### src/rtl/canon_sequencer_if.sv
// Sequencer-side bus: melody ROM address/data, run controls, and the
// slot counter / divider pair consumed by the wavetable sampler.
interface canon_sequencer_if;
    logic        ena;
    logic        loop;
    logic [5:0]  note_in;
    logic [5:0]  step_addr;
    logic [10:0] counter;
    logic [10:0] divider;
    logic        playing;
    logic        step_pulse;
    logic        done;

    modport master (
        input  ena, loop, note_in,
        output step_addr, counter, divider, playing, step_pulse, done
    );

    modport slave (
        output ena, loop, note_in,
        input  step_addr, counter, divider, playing, step_pulse, done
    );
endinterface

### src/rtl/canon_sequencer.sv
// Melody sequencer for the four-voice PWM sampler: steps a note ROM at a fixed
// tempo and hands a frame-aligned phase-step divider to the sampler.
module canon_sequencer #(
    parameter logic [23:0] STEP_CYCLES = 24'd3000000,
    parameter logic [23:0] GAP_CYCLES  = 24'd300000,
    parameter int unsigned SONG_LEN    = 32
) (
    input logic               clk,
    input logic               rst_n,
    canon_sequencer_if.master bus
);
    typedef enum logic [1:0] {IDLE, PLAY, GAP, DONE} state_t;

    state_t      state;
    logic [23:0] beat;
    logic [5:0]  step_addr;
    logic [10:0] counter;
    logic [10:0] divider;
    logic [10:0] base;
    logic [10:0] pend;
    logic        step_pulse;
    logic        last_step;

    assign last_step = (step_addr == 6'(SONG_LEN - 1));

    always_comb begin
        base = 11'd0;
        case (bus.note_in[3:0])
            4'd0:  base = 11'd1824;
            4'd1:  base = 11'd1722;
            4'd2:  base = 11'd1625;
            4'd3:  base = 11'd1534;
            4'd4:  base = 11'd1448;
            4'd5:  base = 11'd1367;
            4'd6:  base = 11'd1290;
            4'd7:  base = 11'd1218;
            4'd8:  base = 11'd1149;
            4'd9:  base = 11'd1085;
            4'd10: base = 11'd1024;
            4'd11: base = 11'd967;
            default: base = 11'd0;
        endcase
    end

    // Rests map to base 0, so only state and ena gate the pending value.
    always_comb begin
        pend = 11'd0;
        if (state == PLAY && bus.ena)
            pend = base >> bus.note_in[5:4];
    end

    // Counter runs regardless of state; the divider only moves on the last
    // slot of a 4-slot frame so every voice in a frame sees one value.
    always_ff @(posedge clk) begin
        if (!rst_n) begin
            counter <= 11'd0;
            divider <= 11'd0;
        end else begin
            counter <= counter + 11'd1;
            if (counter[1:0] == 2'b11)
                divider <= pend;
        end
    end

    always_ff @(posedge clk) begin
        if (!rst_n) begin
            state      <= IDLE;
            beat       <= 24'd0;
            step_addr  <= 6'd0;
            step_pulse <= 1'b0;
        end else begin
            step_pulse <= 1'b0;
            case (state)
                IDLE: if (bus.ena) begin
                    state     <= PLAY;
                    step_addr <= 6'd0;
                    beat      <= STEP_CYCLES - 24'd1;
                end
                PLAY, GAP: if (bus.ena) begin
                    if (beat == 24'd0) begin
                        step_pulse <= 1'b1;
                        if (!last_step) begin
                            step_addr <= step_addr + 6'd1;
                            state     <= PLAY;
                            beat      <= STEP_CYCLES - 24'd1;
                        end else if (bus.loop) begin
                            step_addr <= 6'd0;
                            state     <= PLAY;
                            beat      <= STEP_CYCLES - 24'd1;
                        end else begin
                            state <= DONE;
                        end
                    end else begin
                        beat <= beat - 24'd1;
                        if (state == PLAY && GAP_CYCLES != 24'd0 && beat == GAP_CYCLES)
                            state <= GAP;
                    end
                end
                DONE: if (!bus.ena) begin
                    state     <= IDLE;
                    step_addr <= 6'd0;
                end
                default: state <= IDLE;
            endcase
        end
    end

    assign bus.step_addr  = step_addr;
    assign bus.counter    = counter;
    assign bus.divider    = divider;
    assign bus.step_pulse = step_pulse;
    assign bus.playing    = bus.ena & (state == PLAY || state == GAP);
    assign bus.done       = (state == DONE);
endmodule
### src/flat_wrapper.sv
// flat-port wrapper written by rule: the top's interface ports become plain ports
module canon_sequencer_flat 
#(
    parameter logic [23:0] STEP_CYCLES = 24'd3000000,
    parameter logic [23:0] GAP_CYCLES  = 24'd300000,
    parameter int unsigned SONG_LEN    = 32
)
  (clk, rst_n, bus_ena, bus_loop, bus_note_in, bus_step_addr, bus_counter, bus_divider, bus_playing, bus_step_pulse, bus_done);
  canon_sequencer_if bus_i ();
  input logic clk;
  input logic rst_n;
  input wire logic [$bits(bus_i.ena)-1:0] bus_ena;
  input wire logic [$bits(bus_i.loop)-1:0] bus_loop;
  input wire logic [$bits(bus_i.note_in)-1:0] bus_note_in;
  output wire logic [$bits(bus_i.step_addr)-1:0] bus_step_addr;
  output wire logic [$bits(bus_i.counter)-1:0] bus_counter;
  output wire logic [$bits(bus_i.divider)-1:0] bus_divider;
  output wire logic [$bits(bus_i.playing)-1:0] bus_playing;
  output wire logic [$bits(bus_i.step_pulse)-1:0] bus_step_pulse;
  output wire logic [$bits(bus_i.done)-1:0] bus_done;
  assign bus_i.ena = bus_ena;
  assign bus_i.loop = bus_loop;
  assign bus_i.note_in = bus_note_in;
  assign bus_step_addr = bus_i.step_addr;
  assign bus_counter = bus_i.counter;
  assign bus_divider = bus_i.divider;
  assign bus_playing = bus_i.playing;
  assign bus_step_pulse = bus_i.step_pulse;
  assign bus_done = bus_i.done;
  canon_sequencer #(.STEP_CYCLES(STEP_CYCLES), .GAP_CYCLES(GAP_CYCLES), .SONG_LEN(SONG_LEN)) u_core (.clk(clk), .rst_n(rst_n), .bus(bus_i));
endmodule
### config.mk
export PLATFORM = sky130hd
export DESIGN_NAME = canon_sequencer_flat
export DESIGN_NICKNAME = d
export VERILOG_FILES = /design/src/rtl/canon_sequencer_if.sv /design/src/rtl/canon_sequencer.sv /design/src/flat_wrapper.sv
export SDC_FILE = /design/constraint.sdc
export NUM_CORES = 1
export LEC_CHECK = 0
export CORE_MARGIN = 2
export CORE_UTILIZATION = 40
export DETAILED_ROUTE_END_ITERATION = 8
export PLACE_DENSITY = 0.62
export REMOVE_ABC_BUFFERS = 1
export SLEW_MARGIN = 30
export SYNTH_ARGS = -nofsm -noshare
export SYNTH_HDL_FRONTEND = slang
export SYNTH_SLANG_ARGS = --single-unit
### constraint.sdc
create_clock -name clk -period 6.55 [get_ports clk]
set_clock_uncertainty 0.1 [all_clocks]
set_input_delay 0.9825 -clock clk [delete_from_list [all_inputs] [get_ports clk]]
set_output_delay 0.9825 -clock clk [all_outputs]
set_load 0.02 [all_outputs]
==> metrics.md <==
| Metric | Value |
|---|---|
| Status | `finished clean` |
| CP Capture Type | `output port` |
| Wire per inst | `14.4 um` |
| Antenna Nets Post-Route | `0` |
| Worst path depth | `3` |
| Achievable Freq | `0.289 GHz` |
| Fill count | `748` |
| TritonCTS clock tree | `yes` |
| Sequential fraction of design power | `45.7%` |
| Critical Path Fanout Max | `7` |
| Non-Filler Instances | `526` |
| Async SR Flop Fraction | `0%` |
| Tot GR Track Use | `18.1%` |
| Largest net degree at the start of global routing | `27` |
| Register area | `0.00110 mm2` |
| First-pass GRT wire length | `12.9 mm` |
| Number of diodes | `0` |
| Crit Path Class | `in -> out` |
| Crit path DAT | `2.38 ns` |
| First drt pass iteration count | `4` |
| Minimum clock period | `3.46 ns` |
| Kind of cell adding the most delay to the critical path | `buffers and inverters` |
| Post-synthesis xor/xnor area fraction | `5.46%` |
| Post_cts resized | `0` |
| Fraction of final layout cells with drive strength greater than 1 | `5.66%` |
| H-tree depth | `2` |
| Net count reported at finish | `446` |
| Simple-Gate Fraction of Synth Area | `27.1%` |
| Synth warn | `0` |
| Final instance area | `0.00380 mm2` |
| Logic pwr share | `26.8%` |
| Rel. slew slack | `47.7%` |
| Int Pwr | `0.565 mW` |
| Total Routed Length | `7.60 mm` |
| Commonest non-fill, non-tap cell in the layout | `dfxtp_1` |
| DIE AREA | `0.00875 mm2` |
| Slew @ Worst Pin | `0.780 ns` |
| Clock Path Buffers | `2` |
| GPL Wtd Cong | `0.829` |
| Setup ws final | `3.09 ns` |
| Initial antenna violation count | `0` |
| Synth Area per Inst | `8.22 um2` |
| Worst Hold Class | `reg -> reg` |
| Cell Count Post-Placement | `518` |
| Die Ht | `93.5 um` |
| Worst vdd ir | `0.0000939 V` |
| Synthesized instance count | `390` |
| Crit path max-delay cell type | `clkdlybuf4s50_1` |
| Switching pwr | `0.284 mW` |
| Final setup viols | `0` |
| Sequential share of the synthesized area | `34.3%` |
| PwrDens | `223 mW/mm2` |
| Reg2reg end | `u_core.beat[11]` |
| Top FF cell, synth | `dfxtp_1` |
| Adder-Cell Fraction of Synth Area | `5.07%` |
| Pins over their slew limit | `0` |
| Core Region | `0.00773 mm2` |
| Die width | `93.5 um` |
| Post-CTS Setup Repair Bufs | `0` |
| Yosys reg bits | `55` |
| Critical path's largest stage delay | `0.61 ns` |
| Via Count | `2927` |
| Row Count | `32` |
| # IOs | `41` |
| Hold_sp | `u_core.bus.counter[0]` |
| Multi-input gate area | `0.00200 mm2` |
| Initial core utilization | `41.5%` |
| Root buffer cell | `clkbuf_8` |
| Largest family of logic cells by synthesized area | `simple AND/OR/NAND/NOR gates` |
| Required time worst endpoint | `5.47 ns` |
| Skew-Pair Late Insertion Delay | `0.31 ns` |
| Initial DRC Count | `140` |
| PnR Total Power | `0.849 mW` |
| Most frequent cells in the layout | `dfxtp_1 (55), nor2_1 (41), clkdlybuf4s50_1 (40)` |
| Final TNS setup | `0 ns` |
| Hpwl dp | `5.45 mm` |
| Total grt overflow | `0` |
| # Max-Cap Violations | `0` |
| Area of the mapped netlist | `0.00321 mm2` |
| Nature of the critical path startpoint | `input pin` |
| Post-synthesis mux area share | `2.22%` |
| Final Cycle Share | `52.8%` |
| Buffers and inverters on the worst path | `2` |
| Vias in the first global route | `2655` |
| Leakage power figure | `1.34 nW` |
| Post-synth EDFFs | `0` |
| Sw Share | `33.4%` |
| Complex-gate fraction of the synthesized area | `22.4%` |
| RSZ-0062 raised after global routing | `no` |
| DRC | `0` |
| Crit path cell chain | `clkdlybuf4s50_1 > and2_1 > clkdlybuf4s50_1` |
| Worst R2R Setup Slack | `3.74 ns` |
| CTS clk-pin slew, worst paths | `0.10 ns` |
| End point of the critical path | `bus_playing` |
| Worst reg-to-reg path cell count | `8` |
| # hold bufs at CTS | `0` |
| CTS Buf Count | `5` |
| # clock sinks | `55` |
| Hold Vio Cnt, Final | `0` |
| Netlist cell types | `59` |
| Avg Vias per Cell | `5.56` |
| Port Buf Inserts | `40` |
| Clock Power Share | `27.4%` |
| Area growth syn-to-layout | `18.7%` |
| DP Area | `0.00368 mm2` |
| RR Startpoint | `u_core.beat[0]` |
| Critical path origin | `bus_ena` |
| Pre-CTS setup slack | `2.87 ns` |
| Critical Path Most Common Cell | `clkdlybuf4s50_1` |
-- worst register-to-register path, delay by kind of cell (launching register included) --
| family | cells | cell delay, ns |
|---|---|---|
| AOI/OAI and AO/OA | 1 | 0.57 |
| xor gates and xnor gates | 1 | 0.17 |
| adders and majority gates | 1 | 0.20 |
| buffers and inverters | 1 | 0.07 |
| DFF | 1 | 0.36 |
| and+or+nand+nor | 4 | 1.25 |
-- worst min-delay path by stage --
stage | depth (start not counted) | end
finish | 1 | u_core.bus.counter[0]
floorplan | 2 | u_core.beat[7]
global placement | 1 | u_core.bus.counter[0]
CTS | 1 | u_core.bus.counter[0]
detailed placement | 1 | u_core.bus.counter[0]
global route | 1 | u_core.bus.divider[8]
-- cells by family after synthesis --
| logic type | after synthesis |
|---|---|
| buffers and inverters | 29 |
| multiplexers | 7 |
| AO/OA/AOI/OAI | 102 |
| adder cells (fa/ha/maj) | 13 |
| XOR/XNOR | 20 |
| flip-flops | 55 |
| AND/OR/NAND/NOR | 164 |
-- metal layers --
layer | share of wire [%] | GRT usage, %
met1 | 49 | 26.0
met2 | 45 | 28.5
met3 | 4.0 | 2.66
met4 | 1.1 | 4.78
met5 | 0 | 0
-- per-stage QoR --
step / utilization (%) / hold WS [ns]
after floorplan: - / 0.359
after global placement: 47.6 / 0.358
after detailed placement: 47.6 / 0.371
after CTS: 49.1 / 0.394
after global routing: 49.2 / 0.419
final: 49.2 / 0.394
-- state kept, by name, summed over array words and instances (netlist names) --
name and count:
u_core.beat 24, u_core.bus.step_addr 6, u_core.bus.counter 11, u_core.bus.divider 11, u_core.bus.step_pulse 1, u_core.state 2
-- cell usage after synthesis, types with 11 or more instances --
cell      number  area [um2]
a21oi_1       24         120
nor3_1        14        70.1
nor2_1        41         154
dfxtp_1       55        1100
xnor2_1       11        96.3
inv_1         13        48.8
clkbuf_1      13        48.8
nand3_1       16        80.1
ha_1          13         163
nand2_1       34         128
o21ai_0       20         100
-- area by class of cell --
class | instances | share of cell area (%)
multi-input cells | 306 | 52.6
flip-flops and latches | 55 | 28.9
repair buffers | 40 | 10.5
well taps | 102 | 3.36
clock buffers | 5 | 1.81
inverters | 15 | 1.48
clock inverters | 3 | 1.25
-- power by group through the flow --
stage               clock network [mW]  logic (mW)  registers, mW
floorplan                            0       0.162          0.391
global placement                     0       0.222          0.395
detailed placement                   0       0.225          0.395
CTS                              0.240       0.226          0.388
global route                     0.255       0.252          0.393
finish                           0.233       0.228          0.388
Power figures use the tool's default switching activity.
